--- src/rtl/run_detector_mc.sv ---
// rtl/run_detector_mc.sv - multi-channel run-length detector with shared threshold/polarity
module run_detector_mc #(
    parameter int NCH   = 4,
    parameter int CNT_W = 4
) (
    input  logic                 clk,
    input  logic                 reset_n,
    input  logic                 in_valid,
    input  logic [NCH-1:0]       in_signal,
    input  logic                 cfg_we,
    input  logic [CNT_W-1:0]     cfg_threshold,
    input  logic                 cfg_polarity,
    output logic [NCH-1:0]       out_signal,
    output logic [NCH-1:0]       hit_pulse,
    output logic [NCH*CNT_W-1:0] run_len,
    output logic                 any_hit
);

    localparam logic [CNT_W-1:0] SAT = '1;

    logic [CNT_W-1:0] thr;
    logic             pol;
    logic [CNT_W-1:0] cnt [NCH];
    logic [NCH-1:0]   prev_out;

    always_ff @(posedge clk) begin
        if (!reset_n) begin
            thr      <= CNT_W'(2);
            pol      <= 1'b1;
            prev_out <= '0;
            for (int i = 0; i < NCH; i++) cnt[i] <= '0;
        end else begin
            prev_out <= out_signal;
            if (cfg_we) begin
                // New settings take effect on a clean slate so no run straddles two configs.
                thr <= cfg_threshold;
                pol <= cfg_polarity;
                for (int i = 0; i < NCH; i++) cnt[i] <= '0;
            end else if (in_valid) begin
                for (int i = 0; i < NCH; i++) begin
                    if (in_signal[i] == pol) begin
                        if (cnt[i] != SAT) cnt[i] <= cnt[i] + CNT_W'(1);
                    end else begin
                        cnt[i] <= '0;
                    end
                end
            end
        end
    end

    // Detection is a pure function of registered count and threshold.
    always_comb begin
        out_signal = '0;
        run_len    = '0;
        for (int i = 0; i < NCH; i++) begin
            out_signal[i]                  = (thr != '0) && (cnt[i] >= thr);
            run_len[i*CNT_W +: CNT_W]      = cnt[i];
        end
    end

    assign hit_pulse = out_signal & ~prev_out;
    assign any_hit   = |out_signal;

endmodule

--- config.mk ---
export PLATFORM = sky130hd
export DESIGN_NAME = run_detector_mc
export DESIGN_NICKNAME = d
export VERILOG_FILES = /design/src/rtl/run_detector_mc.sv
export SDC_FILE = /design/constraint.sdc
export NUM_CORES = 1
export LEC_CHECK = 0
export CAP_MARGIN = 40
export CORE_ASPECT_RATIO = 0.6
export CORE_MARGIN = 3
export CORE_UTILIZATION = 40
export DETAILED_ROUTE_END_ITERATION = 6
export DONT_BUFFER_PORTS = 1
export GPL_TIMING_DRIVEN = 0
export SLEW_MARGIN = 20
export SYNTH_ARGS = -nofsm -noshare
export SYNTH_HDL_FRONTEND = slang
export SYNTH_SLANG_ARGS = --single-unit
--- constraint.sdc ---
create_clock -name clk -period 4.39 [get_ports clk]
set_clock_uncertainty 0.05 [all_clocks]
set_input_delay 0.2195 -clock clk [delete_from_list [all_inputs] [get_ports clk]]
set_output_delay 0.2195 -clock clk [all_outputs]
set_load 0.03 [all_outputs]
## Word-level counts from Yosys, hierarchy flattened

Memory sizes are Yosys's and may differ from the RTL's.
Cells that the tools add are included.

| operators by class | value |
|---|---|
| bitwise logic cells | 14 |
| muxes and demuxes | 60 |
| magnitude comparators | 4 |
| reductions and logical operators | 6 |
| equality and inequality tests | 8 |
| add/subtract/negate cells | 4 |

Operators by type and width:

| cell | number |
|---|---|
| $mux W1 | 48 |
| $mux W4 | 12 |
| $add A4 B1 Y4 const B | 4 |
| $ge A4 B4 Y1 | 4 |
| $ne A4 B4 Y1 const B | 4 |
| $or A1 B1 Y1 | 12 |
| $and A4 B4 Y4 | 1 |
| $eq A1 B1 Y1 | 4 |
| $logic_and A1 B1 Y1 | 4 |
| $not A4 Y4 | 1 |
| $reduce_bool A4 Y1 | 1 |
| $reduce_or A4 Y1 | 1 |

| word-level totals | value |
|---|---|
| input port bits | 13 |
| memory bits (writable) | 16 |
| output and inout port bits | 25 |
| word-level logic and storage cells | 100 |
| bits in registers | 9 |
| memories kept | 1 |

Memory list:

| name | words | width | read ports | clocked after Yosys merged registers in | write ports | RTL line | RTL |
|---|---|---|---|---|---|---|---|
| cnt | 4 | 4 | 4 | 0 | 4 | 23 | `logic [CNT_W-1:0] cnt [NCH];` |

## Longest topological paths before layout

| depth | value |
|---|---|
| word-level depth | 9 |
| depth in mapped cells | 6 |
| mapped depth without buffers | 6 |

## Worst setup path before layout

OpenSTA, ideal clock, no wires.

| timing path | value |
|---|---|
| path type | flip-flop to output port |
| start | memory cnt[2][0] |
| end | output port any_hit |
| buffers on the path | 0 |
| stages on the path, launching flop included | 7 |
| arrival | 1.966 ns |
| slack | 2.154 ns |
| path through | dfxtp_1 -> inv_1 -> ha_1 -> nor3b_1 -> nor2_1 -> o31ai_1 -> nand4_1 |

RTL lines:

| item | RTL line | RTL |
|---|---|---|
| start: declaration | 23 |  |
| end: declaration | 16 | `output logic any_hit` |

==> impl_metrics.yaml <==
flow_run:
  cap_violations: 0
synthesis:
  synth_seq_area_share: 0.392
  netlist_instances: 169
  yosysUniqueCellTypes: 35
  ys_ff_latch: 25
  synth-edff-count: 12
  yosys_warnings: 0
  syn_nets: 202
  async_flop_share: 0
  mappedNetlistArea_um2: 1580
  syn_area_per_cell_um2: 9.36
  ys.flop_type: "dfxtp_1"
detailed_routing:
  vias_per_cell: 5.50
  drt_iter0_markers: 62
  wire_per_inst_um: 15.6
  wl_mm: 3.42
  drc: 0
  drtPass1Iterations: 4
  via_count: 1209
  ant_nets: 0
outcome:
  status: "complete, no violations"
floorplan:
  dieWidth_um: 87.2
  rows: 17
  die_area_um2: 4770
  initial_core_util: 0.425
  pin_count: 38
  core-area_um2: 3720
  die_y_um: 54.7
sta:
  finalCriticalPeriod_ps: 2970
  tightest_slew_ps: 754
  slew_violations: 0
  setup_ws_ps: 1420
  fin_tns_setup_ps: 0
  setup_violations: 0
  finalCritPeriodShare: 0.676
  max_freq_mhz: 337
  final_hold_viol_count: 0
  maxSlewHeadroom: 0.493
  rsz0062_at_grt: "no"
clock_network:
  htree_levels: 1
  path_clk_slew_ps: 90
  cts_resized: 0
  clk_latency_ps: 270
  hold_buffers: 0
  cts_buffer_depth: 2
  cts_root_buffer: "clkbuf_8"
  post_cts_buffers: 0
  cts_tree: "built"
  numCtsBuffers: 3
  cts.sinks: 25
worst_setup_path:
  cp.buffers_inverters: 1
  path_class: "flip-flop to primary output"
  start_kind: "flip-flop"
  cp_top_family: "simple AND/OR/NAND/NOR gates"
  cp.arrival_ps: 2700
  critPathMaxStageDelay_ps: 610
  crit_fanout: 5
  path_cells: "inv_1 > ha_1 > nor3b_1 > nor2_1 > o31ai_1 > nand4_1"
  cp-end-kind: "primary output"
  cp.required_ps: 4120
  crit_path_top_delay_cell: "dfxtp_1"
layout:
  fillers: 356
  diodes: 0
  seq_area_um2: 621
  mostFrequentLayoutCell: "nor2_1"
  multi_input_area_um2: 877
  syn_to_final_growth_pct: 6.80
  nNetsFinal: 207
  layout_common_cells: "nor2_1 (38), ha_1 (20), inv_1 (15)"
  layout-drive-gt1-share: 0.0867
  fin_area_um2: 1690
placed_design:
  place_area_um2: 1640
  routabilityCongestion: 0.767
  dp_slack_ps: 1760
  io_buffers: 0
  dp_hpwl_mm: 2.66
power:
  vdd_drop_max_mv: 0.137
  power-per-cell-area_nw_per_um2: 316
  p_leak_nw: 0.745
global_route:
  grt_usage: 0.155
  antenna_found_initial: 0
  grt_overflow: 0
  grt_max_degree: 16
  first_global_vias: 1127
  grt_pass1_wl_mm: 5.51
min_path:
  hp-class: "input pin to flip-flop"
-- stage by stage --
stage | cells | util | total power (W) | hold WS, ps
4_1_cts | 220 | 0.454 | 0.000539 | 21.1
5_1_grt | 220 | 0.454 | 0.000563 | 30.2
2_1_floorplan | 169 | - | 0.000375 | 298
3_3_place_gp | 216 | 0.441 | 0.000390 | 303
3_5_place_dp | 216 | 0.441 | 0.000395 | 308
6_report | 220 | 0.454 | 0.000533 | 23.1
-- worst reg2reg max path, cell delays in order, from the launching register on --
cell and delay (ps):
dfxtp_1 610, inv_1 190, ha_1 330, nor3b_1 220, nor2_1 80, o31ai_1 520
nor2_1 70
-- cell usage after synthesis (2+ instances only) --
master	instances	area share
xnor2_1	3	0.017
ha_1	20	0.16
nand3_1	11	0.035
dfxtp_1	13	0.16
inv_1	15	0.036
nor2_1	38	0.090
xor2_1	6	0.033
mux2i_1	4	0.025
buf_6	2	0.014
o21ai_0	8	0.025
nand2_1	8	0.019
a21oi_1	4	0.013
edfxtp_1	12	0.23
o31ai_1	4	0.019
-- routing by layer --
metal / track usage / up-vias / routed length, um
met2: 0.247 / 40 / 1480
met5: 0 / - / 0
met4: 0.0255 / 0 / 12
met1: 0.200 / 572 / 1670
met3: 0.0662 / 2 / 260
li1: - / 595 / -
-- layout make-up --
type / count / area share
clock buffer: 3 / 0.0244
sequential: 25 / 0.367
inverter: 15 / 0.0333
clock inverter: 1 / 0.00444
multi-input combinational: 126 / 0.519
tap: 47 / 0.0348
buffer: 3 / 0.0163
-- flip-flops by register name (all words and copies together), names as in the netlist --
signal    count
prev_out      4
thr           4
pol           1
cnt          16
-- final timing paths --
path / to / start / slack (ps) / depth (start not counted)
setup / recovery: any_hit / cnt[2][0] / 1420 / 6
hold / removal: pol / cfg_polarity / 20 / 2
setup reg to reg: prev_out[2] / cnt[2][0] / 2210 / 6
hold reg to reg: thr[2] / thr[2] / 490 / 2
-- report_power, final --
group | total, W | switching [W] | leakage [nW] | internal (W)
combinational | 0.000107 | 0.0000758 | 0.478 | 0.0000311
clock | 0.000145 | 0.0000801 | 0.0217 | 0.0000644
sequential | 0.000282 | 0.0000254 | 0.245 | 0.000257
-- logic make-up (layout without fill, tap and decap cells) --
family                   after synthesis  count (layout)  synth area share
AND/OR/NAND/NOR                       68              68             0.207
flip-flops                            25              25             0.392
AO/OA/AOI/OAI                         24              24             0.104
adder cells (fa/ha/maj)               20              20             0.158
buffers and inverters                 18              22            0.0530
XOR/XNOR                              10              10            0.0601
multiplexers                           4               4            0.0253
Note: power is estimated with default switching activity, not from simulation.
